## config.mk

```make
export PLATFORM = sky130hd
export DESIGN_NAME = immediate_generation_pipe
export DESIGN_NICKNAME = d
export VERILOG_FILES = /design/src/rtl/immediate_generation_pkg.sv /design/src/rtl/immediate_decode.sv /design/src/rtl/immediate_generation_pipe.sv
export SDC_FILE = /design/constraint.sdc
export NUM_CORES = 1
export LEC_CHECK = 0
export BUFFER_PORTS_ARGS = -buffer_cell sky130_fd_sc_hd__buf_2
export CORE_ASPECT_RATIO = 1.25
export CORE_UTILIZATION = 60
export CTS_BUF_LIST = sky130_fd_sc_hd__clkbuf_4
export DETAILED_ROUTE_END_ITERATION = 12
export PLACE_DENSITY = 0.87
export SYNTH_ARGS = -nofsm -noshare
export SYNTH_HDL_FRONTEND = slang
export SYNTH_SLANG_ARGS = --single-unit
```

## constraint.sdc

```tcl
create_clock -name CLK -period 4.2 [get_ports CLK]
set_input_delay 0.21 -clock CLK [delete_from_list [all_inputs] [get_ports CLK]]
set_output_delay 0.21 -clock CLK [all_outputs]
set_load 0.1 [all_outputs]
```

## src/rtl/immediate_generation_pkg.sv

```systemverilog
// Shared encodings for the registered immediate generator: immediate select
// codes and the M/K skid-buffer state.
package immediate_generation_pkg;

  localparam logic [2:0] IMM_U     = 3'b000;
  localparam logic [2:0] IMM_J     = 3'b001;
  localparam logic [2:0] IMM_I     = 3'b010;
  localparam logic [2:0] IMM_B     = 3'b011;
  localparam logic [2:0] IMM_S     = 3'b100;
  localparam logic [2:0] IMM_SHAMT = 3'b101;
  localparam logic [2:0] IMM_ZIMM  = 3'b110;
  localparam logic [2:0] IMM_NONE  = 3'b111;

  typedef enum logic [1:0] {
    EMPTY = 2'd0,
    ONE   = 2'd1,
    FULL  = 2'd2
  } buf_state_t;

endpackage

```

## src/rtl/immediate_decode.sv

```systemverilog
// Combinational immediate decoder, XLEN 32 or 64. Build macro IMMGEN_ZIMM_EN
// enables the CSR zimm select; without it that select decodes to zero.
module immediate_decode #(
  parameter int XLEN = 32
) (
  input  logic [31:0]     instruction,
  input  logic [2:0]      select,
  output logic [XLEN-1:0] imm
);
  import immediate_generation_pkg::*;

  logic [31:0] imm32;
  logic        sign_ext;
  logic        sign_bit;
  logic        unused_bits;

  // Signed types are built already sign-extended to 32 bits; the XLEN=64
  // widening then only needs bit 31 for those types.
  always_comb begin
    imm32    = '0;
    sign_ext = 1'b1;
    case (select)
      IMM_U: imm32 = {instruction[31:12], 12'b0};
      IMM_J: imm32 = {{12{instruction[31]}}, instruction[19:12], instruction[20],
                      instruction[30:21], 1'b0};
      IMM_I: imm32 = {{20{instruction[31]}}, instruction[31:20]};
      IMM_B: imm32 = {{20{instruction[31]}}, instruction[7], instruction[30:25],
                      instruction[4:1], 1'b0};
      IMM_S: imm32 = {{21{instruction[31]}}, instruction[30:25], instruction[11:7]};
      IMM_SHAMT: begin
        sign_ext = 1'b0;
        imm32    = (XLEN == 64) ? {26'b0, instruction[25:20]} : {27'b0, instruction[24:20]};
      end
`ifdef IMMGEN_ZIMM_EN
      IMM_ZIMM: begin
        sign_ext = 1'b0;
        imm32    = {27'b0, instruction[19:15]};
      end
`endif
      default: imm32 = '0;
    endcase
  end

  assign sign_bit    = sign_ext & imm32[31];
  assign unused_bits = ^{instruction[6:5], instruction[0]};

  if (XLEN == 64) begin : g_xlen64
    assign imm = {{32{sign_bit}}, imm32};
  end else if (XLEN == 32) begin : g_xlen32
    logic unused_sign;
    assign unused_sign = sign_bit;
    assign imm         = imm32;
  end else begin : g_bad_xlen
    $error("immediate_decode: XLEN must be 32 or 64");
  end

endmodule

```

## src/rtl/immediate_generation_pipe.sv

```systemverilog
// Registered valid/ready immediate generator with a 2-entry (M + skid K)
// buffer and synchronous flush. Optional build macro: IMMGEN_ZIMM_EN.
module immediate_generation_pipe #(
  parameter int XLEN  = 32,
  parameter int TAG_W = 5
) (
  input  logic             CLK,
  input  logic             RESET_N,
  input  logic             FLUSH,
  input  logic             IN_VALID,
  output logic             IN_READY,
  input  logic [31:0]      INSTRUCTION,
  input  logic [2:0]       SELECT,
  input  logic [TAG_W-1:0] TAG_IN,
  output logic             OUT_VALID,
  input  logic             OUT_READY,
  output logic [XLEN-1:0]  IMM_OUT,
  output logic [TAG_W-1:0] TAG_OUT
);
  import immediate_generation_pkg::*;

  buf_state_t       state_q, state_d;
  logic [XLEN-1:0]  dec_imm;
  logic [XLEN-1:0]  m_imm, k_imm;
  logic [TAG_W-1:0] m_tag, k_tag;
  logic             accept, take;
  logic             load_m, load_k, move_k;

  immediate_decode #(.XLEN(XLEN)) u_decode (
    .instruction (INSTRUCTION),
    .select      (SELECT),
    .imm         (dec_imm)
  );

  // Both handshake outputs decode the state register only, so ready never
  // depends combinationally on OUT_READY.
  assign IN_READY  = (state_q != FULL);
  assign OUT_VALID = (state_q != EMPTY);
  assign accept    = IN_VALID && IN_READY;
  assign take      = OUT_VALID && OUT_READY;

  always_comb begin
    state_d = state_q;
    load_m  = 1'b0;
    load_k  = 1'b0;
    move_k  = 1'b0;
    if (FLUSH) begin
      state_d = EMPTY;
    end else begin
      case (state_q)
        EMPTY: if (accept) begin
          state_d = ONE;
          load_m  = 1'b1;
        end
        ONE: begin
          if (accept && take) begin
            load_m = 1'b1;
          end else if (accept) begin
            state_d = FULL;
            load_k  = 1'b1;
          end else if (take) begin
            state_d = EMPTY;
          end
        end
        FULL: if (take) begin
          state_d = ONE;
          move_k  = 1'b1;
        end
        default: state_d = EMPTY;
      endcase
    end
  end

  always_ff @(posedge CLK or negedge RESET_N) begin
    if (!RESET_N) begin
      state_q <= EMPTY;
    end else begin
      state_q <= state_d;
    end
  end

  // M feeds the outputs directly; K only holds the entry that arrived while M stalled.
  always_ff @(posedge CLK or negedge RESET_N) begin
    if (!RESET_N) begin
      m_imm <= '0;
      m_tag <= '0;
      k_imm <= '0;
      k_tag <= '0;
    end else begin
      if (load_m) begin
        m_imm <= dec_imm;
        m_tag <= TAG_IN;
      end else if (move_k) begin
        m_imm <= k_imm;
        m_tag <= k_tag;
      end
      if (load_k) begin
        k_imm <= dec_imm;
        k_tag <= TAG_IN;
      end
    end
  end

  assign IMM_OUT = m_imm;
  assign TAG_OUT = m_tag;

endmodule

```

==> impl_metrics.json <==
{
  "clk_transition_reported_paths_ns": 0.12,
  "cts-htree-levels": 3,
  "layout_common_cells": "sky130_fd_sc_hd__buf_2 (79), sky130_fd_sc_hd__nand2_1 (78), sky130_fd_sc_hd__dfrtp_1 (76)",
  "drt_wl_total_mm": 7.900,
  "grt_remaining_overflow": 0,
  "yosys_warnings": 0,
  "floorplan.initialDensity_pct": 63.42,
  "worstSetupStartpointType": "flip-flop",
  "clock-root-buffer": "sky130_fd_sc_hd__clkbuf_4",
  "hold_viol": 0,
  "first_global_vias": 2941,
  "drcViolationCount": 0,
  "ys_async_sr_fraction_pct": 100.0,
  "critPathMaxFanout": 57,
  "yosysSeqAreaShare_pct": 50.53,
  "power_density_nw_per_um2": 500.3,
  "grt_start_max_net_pins": 77,
  "synth-main-ff-cell": "sky130_fd_sc_hd__dfrtp_1",
  "worst-endpoint-required_ns": 4.46,
  "tns_ns": 0,
  "place_congestion": 0.8065,
  "synth_edf_count": 0,
  "drt_pre_antenna_iters": 4,
  "detail_route.vias_per_cell": 5.585,
  "synth_area_leaders": "sky130_fd_sc_hd__dfrtp_1 (51%), sky130_fd_sc_hd__nand2_1 (7.8%), sky130_fd_sc_hd__a21oi_1 (3.2%)",
  "postSynthAreaPerCell_um2": 9.776,
  "num_rows": 31,
  "outcome": "complete, no violations",
  "maxCapViolations": 0,
  "num_vias": 3027,
  "maximum_clock_skew_at_final_layout_ns": 0.01497,
  "drv_slew": 0,
  "drt.antenna.violating_nets": 0,
  "syn-instance-count": 385,
  "drive_above_1_share_pct": 25.00,
  "initial_antenna_violation_count": 0,
  "peakVddDrop_mv": 0.3206,
  "syn_nets": 430,
  "cts_post_setup_buffers_inserted": 0,
  "grt_setup_unrepaired": "false",
  "ioPinCount": 84,
  "cts-root-to-sink-buffers": 2,
  "post_synthesis_cell_area_um2": 3764,
  "path_class": "reg2reg",
  "die_height_um": 90.55,
  "cts_repair_resize_count": 0,
  "dr.first_iter.drc_count": 254,
  "dpl-instance-area_um2": 4109,
  "fp.coreArea_um2": 5934,
  "fillers": 463,
  "largest_area_contributor_in_the_synthesized_netlist": "sky130_fd_sc_hd__dfrtp_1",
  "cp.arrival_ns": 2.50,
  "post-route-period-util_pct": 53.28,
  "final_nets": 501,
  "synth_top_area_share_pct": 50.53,
  "floorplan.die_area_um2": 6596,
  "period_minus_slack_ns": 2.238,
  "clock.fmax_mhz": 446.9,
  "cts_made_buffers": 9,
  "crit_path_end_kind": "flip-flop",
  "count_of_port_buffers_added_during_placement": 80,
  "power.static_leakage_nw": 2.020,
  "fp.dieW_um": 72.84,
  "hold_wc_path_type": "in2reg",
  "mostFrequentLayoutCell": "sky130_fd_sc_hd__buf_2",
  "number_of_clock_sinks_seen_by_cts": 76,
  "slew_headroom_pct": 29.40,
  "insertedDiodeCount": 0,
  "drt-wirelength-per-cell_um": 14.58,
  "worst_pin_slew_ns": 1.057,
  "track_usage_pct": 26.89,
  "area_growth_syn_to_layout_pct": 13.70,
  "synth_cell_type_count": 41,
  "cts_tree": "yes",
  "grt_first_pass_wirelength_mm": 13.66,
  "area_of_all_placed_cells_without_fillers_um2": 4279,
  "clk_latency_ns": 0.42,
  "place.detailed.hpwl_mm": 5.061,
  "finalSetupViolations": 0,
  "postSynthRegisterBits": 76
}
==> cell usage after synthesis, types with 2 or more instances <==
| library cell | count |
|---|---|
| sky130_fd_sc_hd__buf_6 | 4 |
| sky130_fd_sc_hd__nand2b_1 | 10 |
| sky130_fd_sc_hd__a22oi_1 | 14 |
| sky130_fd_sc_hd__and2b_1 | 4 |
| sky130_fd_sc_hd__a211oi_1 | 14 |
| sky130_fd_sc_hd__nor2b_1 | 17 |
| sky130_fd_sc_hd__a211oi_2 | 6 |
| sky130_fd_sc_hd__buf_2 | 13 |
| sky130_fd_sc_hd__inv_1 | 2 |
| sky130_fd_sc_hd__a21oi_1 | 24 |
| sky130_fd_sc_hd__nand2_1 | 78 |
| sky130_fd_sc_hd__mux4_2 | 4 |
| sky130_fd_sc_hd__a221o_1 | 2 |
| sky130_fd_sc_hd__nand3_1 | 14 |
| sky130_fd_sc_hd__buf_4 | 8 |
| sky130_fd_sc_hd__nor2_1 | 10 |
| sky130_fd_sc_hd__o21ai_0 | 19 |
| sky130_fd_sc_hd__a31oi_1 | 3 |
| sky130_fd_sc_hd__clkbuf_1 | 3 |
| sky130_fd_sc_hd__o21ai_1 | 23 |
| sky130_fd_sc_hd__dfrtp_1 | 76 |
| sky130_fd_sc_hd__mux2i_1 | 11 |
| sky130_fd_sc_hd__and2_0 | 2 |
| sky130_fd_sc_hd__and2_1 | 2 |
| sky130_fd_sc_hd__nor2_2 | 3 |
| sky130_fd_sc_hd__a21o_1 | 4 |
==> where the power goes <==
| part | internal [W] | switching [W] |
|---|---|---|
| Combinational | 0.000172 | 0.000656 |
| Sequential | 0.000872 | 0.0000782 |
| Clock | 0.000127 | 0.000236 |
| Total | 0.00117 | 0.000971 |
==> metal layers <==
| metal | vias up | global-route usage [%] | share of wire, % |
|---|---|---|---|
| li1 | 1496 | - | - |
| met4 | 0 | 7.353 | 1.1 |
| met2 | 76 | 43.85 | 50 |
| met5 | - | 0 | 0 |
| met3 | 9 | 6.473 | 4.1 |
| met1 | 1446 | 35.71 | 45 |
==> final cells by class <==
type                       instances  area [um^2]  share of cell area, %
sequential                        76         1902                  44.44
multi-input combinational        278         1679                  39.24
timing repair buffer              89        488.0                  11.40
tap                               82        102.6                  2.398
clock buffer                      11        82.58                  1.930
clock inverter                     4        17.52                 0.4094
inverter                           2        7.507                 0.1754
==> through the flow <==
stage	util (%)	hold WS [ns]	total power, W	instances	setup slack, ns
finish	72.11	0.03665	0.002141	542	1.962
global placement	69.24	0.4063	0.001768	520	2.078
detailed placement	69.24	0.4123	0.001790	520	1.977
floorplan	-	-0.08559	0.001630	385	2.668
global route	72.11	0.02809	0.002256	542	1.740
CTS	72.11	0.01540	0.002155	542	1.932
==> what timing repair did <==
| item | in CTS | in global routing |
|---|---|---|
| setup endpoints to repair | 0 | 0 |
| hold endpoints to repair | 82 | 0 |
| hold buffers | 7 | 0 |
==> cell families (layout without fill, tap and decap cells) <==
family | Yosys count | after routing | share of synthesized area (%)
xor+xnor | 1 | 1 | 0.2328
compound gates | 112 | 112 | 19.18
buf+inv | 31 | 106 | 5.120
mux | 16 | 16 | 5.619
simple gates | 149 | 149 | 19.32
flops | 76 | 76 | 50.53
==> critical path, stage by stage, from the launching register on <==
cell and delay, ns:
sky130_fd_sc_hd__dfrtp_1 0.44, sky130_fd_sc_hd__nor2b_1 0.33, sky130_fd_sc_hd__nand3_2 0.84, sky130_fd_sc_hd__nand2_1 0.33, sky130_fd_sc_hd__o21ai_0 0.12
==> path summary, 6_finish.rpt <==
path	startpoint	to	slack [ns]	depth (start not counted)
max	state_q[0]$_DFFE_PN0P_	k_imm[23]$_DFFE_PN0P_	1.96	4
min	FLUSH	state_q[0]$_DFFE_PN0P_	0.04	2
max reg2reg	state_q[0]$_DFFE_PN0P_	k_imm[23]$_DFFE_PN0P_	1.96	4
min reg2reg	TAG_OUT[0]$_DFFE_PN0P_	TAG_OUT[0]$_DFFE_PN0P_	0.48	2
max in group asynchronous	RESET_N	IMM_OUT[4]$_DFFE_PN0P_	3.11	2
min in group asynchronous	RESET_N	k_imm[18]$_DFFE_PN0P_	0.46	2
==> registers in the layout (all words and copies together), names as in the netlist <==
signal	count
k_tag	5
state_q	2
TAG_OUT	5
k_imm	32
IMM_OUT	32
Power figures use the tool's default switching activity.
